$ cat src/rtl/etc_tile_sched.sv
// etc_tile_sched: K-loop sequencer for one 4x4 extended-tensor-core tile unit.
// Streams k_tiles A/B pairs into the unit, folds the unit's output tiles into
// an accumulator (wrapping sum for op=0, unsigned max otherwise) and returns
// the reduced tile over a valid/ready port.
module etc_tile_sched #(
   parameter int W  = 16,
   parameter int KW = 8
) (
   input  logic                   clk,
   input  logic                   rst_n,
   input  logic                   start,
   input  logic [1:0]             op,
   input  logic [KW-1:0]          k_tiles,
   output logic                   busy,
   output logic                   done,
   input  logic                   tile_valid,
   output logic                   tile_ready,
   input  logic [3:0][3:0][W-1:0] tile_a,
   input  logic [3:0][3:0][W-1:0] tile_b,
   output logic [1:0]             etc_op,
   output logic [3:0][3:0][W-1:0] etc_inA,
   output logic [3:0][3:0][W-1:0] etc_inB,
   input  logic [3:0][3:0][W-1:0] etc_out,
   output logic                   res_valid,
   input  logic                   res_ready,
   output logic [3:0][3:0][W-1:0] res_tile
);

   typedef enum logic [1:0] {IDLE, ISSUE, DRAIN, OUT} state_t;

   state_t                 state;
   logic [KW-1:0]          kTiles;
   logic [KW-1:0]          issueCnt;
   logic [KW-1:0]          recvCnt;
   // validPipe[0]: pair issued last cycle; validPipe[1]: etc_out valid now.
   logic [1:0]             validPipe;
   logic [3:0][3:0][W-1:0] acc;
   logic [3:0][3:0][W-1:0] accNext;
   logic                   accept;
   logic                   recv;

   assign busy       = (state != IDLE);
   assign res_valid  = (state == OUT);
   assign res_tile   = acc;
   assign tile_ready = (state == ISSUE) && (issueCnt < kTiles);
   assign accept     = tile_ready && tile_valid;
   // The unit sees zero operands on any cycle without an accepted pair.
   assign etc_inA    = accept ? tile_a : '0;
   assign etc_inB    = accept ? tile_b : '0;
   assign recv       = validPipe[1] && ((state == ISSUE) || (state == DRAIN));

   // Element-wise reduction of the unit output into the accumulator.
   always_comb begin
      accNext = acc;
      for (int i = 0; i < 4; i++) begin
         for (int j = 0; j < 4; j++) begin
            if (recvCnt == '0)
               accNext[i][j] = etc_out[i][j];
            else if (etc_op == 2'd0)
               accNext[i][j] = acc[i][j] + etc_out[i][j];
            else
               accNext[i][j] = (etc_out[i][j] > acc[i][j]) ? etc_out[i][j] : acc[i][j];
         end
      end
   end

   // Job FSM with issue/receive counters, latency pipeline and accumulator.
   always_ff @(posedge clk or negedge rst_n) begin
      if (!rst_n) begin
         state     <= IDLE;
         kTiles    <= '0;
         issueCnt  <= '0;
         recvCnt   <= '0;
         validPipe <= '0;
         acc       <= '0;
         etc_op    <= '0;
         done      <= 1'b0;
      end else begin
         done      <= 1'b0;
         validPipe <= {validPipe[0], accept};
         if (accept)
            issueCnt <= issueCnt + KW'(1);
         if (recv) begin
            acc     <= accNext;
            recvCnt <= recvCnt + KW'(1);
         end
         case (state)
            IDLE: begin
               if (start) begin
                  etc_op    <= op;
                  kTiles    <= k_tiles;
                  issueCnt  <= '0;
                  recvCnt   <= '0;
                  acc       <= '0;
                  validPipe <= '0;
                  state     <= (k_tiles == '0) ? OUT : ISSUE;
               end
            end
            ISSUE: begin
               if (accept && ((issueCnt + KW'(1)) == kTiles))
                  state <= DRAIN;
            end
            DRAIN: begin
               if (recv && ((recvCnt + KW'(1)) == kTiles))
                  state <= OUT;
            end
            OUT: begin
               if (res_ready) begin
                  state  <= IDLE;
                  done   <= 1'b1;
                  etc_op <= '0;
               end
            end
            default: state <= IDLE;
         endcase
      end
   end

endmodule
$ cat config.mk
export PLATFORM = sky130hd
export DESIGN_NAME = etc_tile_sched
export DESIGN_NICKNAME = d
export VERILOG_FILES = /design/src/rtl/etc_tile_sched.sv
export SDC_FILE = /design/constraint.sdc
export NUM_CORES = 2
export LEC_CHECK = 0
export ABC_AREA = 0
export ABC_CLOCK_PERIOD_IN_PS = 3400
export CAP_MARGIN = 20
export CORE_AREA = 2 2 608 610
export CTS_CLUSTER_SIZE = 25
export DETAILED_ROUTE_END_ITERATION = 6
export DIE_AREA = 0 0 610 612
export GPL_TIMING_DRIVEN = 1
export HOLD_SLACK_MARGIN = 0.12
export PLACE_DENSITY_LB_ADDON = 0.12
export SLEW_MARGIN = 25
export SYNTH_ARGS = -nofsm -noshare
export SYNTH_HDL_FRONTEND = slang
export SYNTH_SLANG_ARGS = --single-unit
$ cat constraint.sdc
create_clock -name clk -period 3.4 [get_ports clk]
set_clock_uncertainty 0.2 [all_clocks]
set_input_delay 0.68 -clock clk [delete_from_list [all_inputs] [get_ports clk]]
set_output_delay 0.68 -clock clk [all_outputs]
set_load 0.005 [all_outputs]
==> impl_metrics.csv <==
group,metric,value,unit
sta,fin_crit,4.216,ns
worst_setup_path,crit_fanout,4,
cells_and_area,area_growth,107.2,%
logic_synthesis,syn_nets,6220,
route,ant_nets,0,
power_and_ir_drop,p_int,29070,uW
logic_synthesis,synth-edff-count,0,
power_and_ir_drop,p_leak,0.03326,uW
worst_setup_path,cp_cell_sequence,"ha_4 > nor2b_4 > o21ai_2 > a21oi_2 > nor2_4 > o211a_4 > buf_4 > buf_12 > buf_12 > buf_16 > buf_8 > buf_6 > and2_4 > buf_6",
sta,relSlewSlack,37.87,%
sta,max_slew.worst_pin.slew,0.9297,ns
logic_synthesis,synth.distinct_cells,83,
worst_setup_path,reg2reg_setup_slack,-0.07,ns
route,first_pass_iters,5,
logic_synthesis,yosysWarnings,0,
cells_and_area,layout-drive-gt1-share,33.20,%
logic_synthesis,syn_inst,4910,
logic_synthesis,synth.yosys.seq_area_share,19.13,%
placed_design,pre_cts_ws,-0.9068,ns
cts,clockRootBuffer,"clkbuf_16",
grt,antenna_found_initial,286,
sta,setup_ws,-0.8165,ns
power_and_ir_drop,power_frac_clock,11.4,%
cells_and_area,fillCellCount,40980,
floorplan,io_pins,1557,
power_and_ir_drop,combinationalPowerShare,77.8,%
cells_and_area,final_area,77810,um2
placed_design,postPlaceCellArea,72080,um2
logic_synthesis,synthArstFlopShare,100.0,%
power_and_ir_drop,switching_share,50.69,%
logic_synthesis,synth_area_leaders,"dfrtp_1 (19%), ha_1 (17%), and2_1 (8.7%), a21oi_1 (5.2%), inv_1 (4.8%)",
floorplan,floorplan.initialDensity,10.23,%
job,cap_violations,0,
logic_synthesis,synth.avg_cell_area,7.648,um2
worst_hold_path,min_path_type,"input pin to asynchronous set/reset pin",
power_and_ir_drop,ir_drop,463.4,uV
cells_and_area,regArea,7182,um2
grt,grt_pass1_vias,53600,
sta,fmax,237.2,MHz
floorplan,die_area,373300,um2
floorplan,num_rows,223,
logic_synthesis,ys_ff_latch,287,
cts,cts-buffers-inserted,57,
worst_setup_path,max_stage_delay,0.41,ns
outcome,violations,"setup timing",
power_and_ir_drop,power_frac_seq,10.8,%
outcome,status,"complete, but fails checks",
sta,rsz0062_at_grt,"true",
cts,cts_htree_levels,2,
route,vias,53960,
floorplan,die_h,612,um
cts,clock-sinks,287,
worst_setup_path,crit_required,2.52,ns
route,routed_wire_length_per_instance,40.45,um
cts,clkLatencyLatePin,0.76,ns
cts,cts_tree,"done",
grt,overflow,0,
cts,cts.clk_slew.worst_paths,0.07,ns
power_and_ir_drop,p_sw,29890,uW
floorplan,core-area,367200,um2
grt,grt_use_total,27.81,%
floorplan,die_w,610,um
route,drt_iter0_drc,4107,
route,drc,0,
placed_design,dp_cells,12530,
placed_design,place_congestion,1.102,
placed_design,portBuffers,1556,
grt,grt_first_pass_wirelength,655.3,mm
cells_and_area,multi_input_area,28640,um2
logic_synthesis,syn_area,37550,um2
cells_and_area,fin_cells,13300,
power_and_ir_drop,pwr_density_cell,757.7,nW/um2
cells_and_area,fin_nets,9135,
sta,post-route-period-util,124.0,%
logic_synthesis,synth-main-ff-cell,"dfrtp_1",
sta,setup_violations,518,
cts,clk_path_buf_depth,3,
worst_setup_path,slowest_stage,"dfrtp_1",
route,wirelength,538.1,mm
worst_setup_path,path_class,"flip-flop to output port",
worst_setup_path,cp-end-kind,"output port",
placed_design,dp_hpwl,466.4,mm
logic_synthesis,synth_top_cell_area_share,19.13,%
sta,drv_slew,0,
worst_setup_path,critPathArrivalTime,3.34,ns
sta,finalHoldViolCount,0,
grt,grt_max_degree,62,
power_and_ir_drop,total_power,58960,uW
sta,tns,-303.39,ns
route,routed_via_density,4.056,
logic_synthesis,synth_top_area_cell,"dfrtp_1",
worst_setup_path,critPathLaunchType,"flip-flop",
[critical path, delay by kind of cell (launching register included)]
kind,cells,cell delay [ns]
and+or+nand+nor,3,0.42
AOI/OAI and AO/OA,3,0.52
adders and majority gates,1,0.27
buffers and inverters,7,0.93
DFF,1,0.41
[power groups by stage]
| stage | clock (uW) | combinational, uW | sequential, uW |
|---|---|---|---|
| floorplan | 0 | 16000 | 5990 |
| global placement | 0 | 43300 | 6400 |
| detailed placement | 0 | 43000 | 6420 |
| CTS | 7000 | 46000 | 6390 |
| global route | 7050 | 48800 | 6580 |
| finish | 6710 | 45900 | 6370 |
[stage by stage]
step | hold slack, ns | utilization, %
6_report | 0.1972 | 21.19
5_1_grt | 0.1918 | 21.14
4_1_cts | 0.1760 | 20.81
3_5_place_dp | 0.2474 | 19.63
3_3_place_gp | 0.2507 | 19.62
2_1_floorplan | 0.1844 | -
[repair_timing]
| action | CTS | global route |
|---|---|---|
| hold buffers | 1 | 0 |
| gates resized for setup | 1549 | 265 |
| gates cloned | 35 | 5 |
| setup buffers | 109 | 19 |
| hold endpoints to repair | 134 | 0 |
| pin swaps | 31 | 26 |
| setup endpoints to repair | 524 | 543 |
[synth_stat cells, types with 12 or more instances]
cell type    n
and2_1     521
ha_1       511
inv_1      478
a21oi_1    392
nor2_1     309
dfrtp_1    287
o21ai_0    278
nand2_1    250
clkbuf_1   195
xnor2_1    158
nor3_1     152
o211ai_1    99
o21bai_1    76
a21o_1      74
nand2b_1    74
a22oi_1     67
nand3_1     67
or3_1       59
o2111ai_1   57
a211oi_1    52
nand4_1     51
o221ai_1    45
buf_2       40
nor2b_1     40
xor2_1      39
a221oi_1    38
a31oi_1     37
a2111oi_0   32
o22ai_1     32
a221o_1     31
mux2i_1     23
nor4_1      23
and3_1      22
o31ai_1     22
mux2_2      21
o21ba_2     17
fa_1        16
a311oi_1    14
buf_1       14
o41ai_1     14
a211o_1     13
o21ai_1     12
o311ai_0    12
[cells in the final DEF, fill, tap and decap left out, types with 76 or more instances in the layout]
cell	n
xnor2_1	158
buf_4	1420
dfrtp_1	287
o21bai_1	76
and2_1	175
buf_12	223
ha_1	510
o211ai_1	99
nor3_1	152
a21oi_1	390
nor2_1	298
inv_1	477
o21ai_0	276
diode_2	593
nand2_1	238
and2_4	343
clkdlybuf4s50_1	1043
buf_6	242
[worst paths after layout]
check,start,to,depth (start not counted)
max,issueCnt[1]$_DFF_PN0_,etc_inB[249],14
min,rst_n,res_tile[67]$_DFF_PN0_,2
max reg2reg,res_tile[16]$_DFF_PN0_,res_tile[30]$_DFF_PN0_,14
min reg2reg,validPipe[0]$_DFF_PN0_,validPipe[1]$_DFF_PN0_,1
max in group asynchronous,rst_n,res_tile[228]$_DFF_PN0_,3
min in group clk,validPipe[0]$_DFF_PN0_,validPipe[1]$_DFF_PN0_,1
[final cells by class]
class | count | share of cell area [%]
timing repair buffer | 3107 | 39.38
inverter | 478 | 2.306
tap | 4837 | 7.778
multi-input combinational | 3894 | 36.81
clock inverter | 23 | 0.3345
sequential | 287 | 9.230
antenna | 593 | 1.907
clock buffer | 85 | 2.254
[state kept, by name (all words and copies together), names as in the netlist]
signal and cells:
issueCnt 8, recvCnt 8, validPipe 2, res_tile 256, kTiles 8, done 1, etc_op 2, state 2
[layer usage]
metal  wire [um]  up-vias  GRT usage, %  part of all wire, %
li1            -    24020             -                    -
met1      200300    26990         29.92                   37
met5         218        -             0                0.041
met2      252100     2306         45.97                   47
met3       45190      606         9.780                  8.4
met4       40280       32         18.63                  7.5
[cell families (layout without fill, tap and decap cells)]
family / count (synthesis) / count (layout) / share of synthesized area, %
adders and majority gates: 527 / 527 / 17.88
DFF: 287 / 287 / 19.13
xor gates and xnor gates: 197 / 197 / 4.595
AOI/OAI and AO/OA: 1510 / 1510 / 27.06
buffers and inverters: 729 / 3693 / 7.443
other: 0 / 593 / 0
and+or+nand+nor: 1616 / 1616 / 22.66
muxes: 44 / 44 / 1.243
Note: power is estimated with default switching activity, not from simulation.
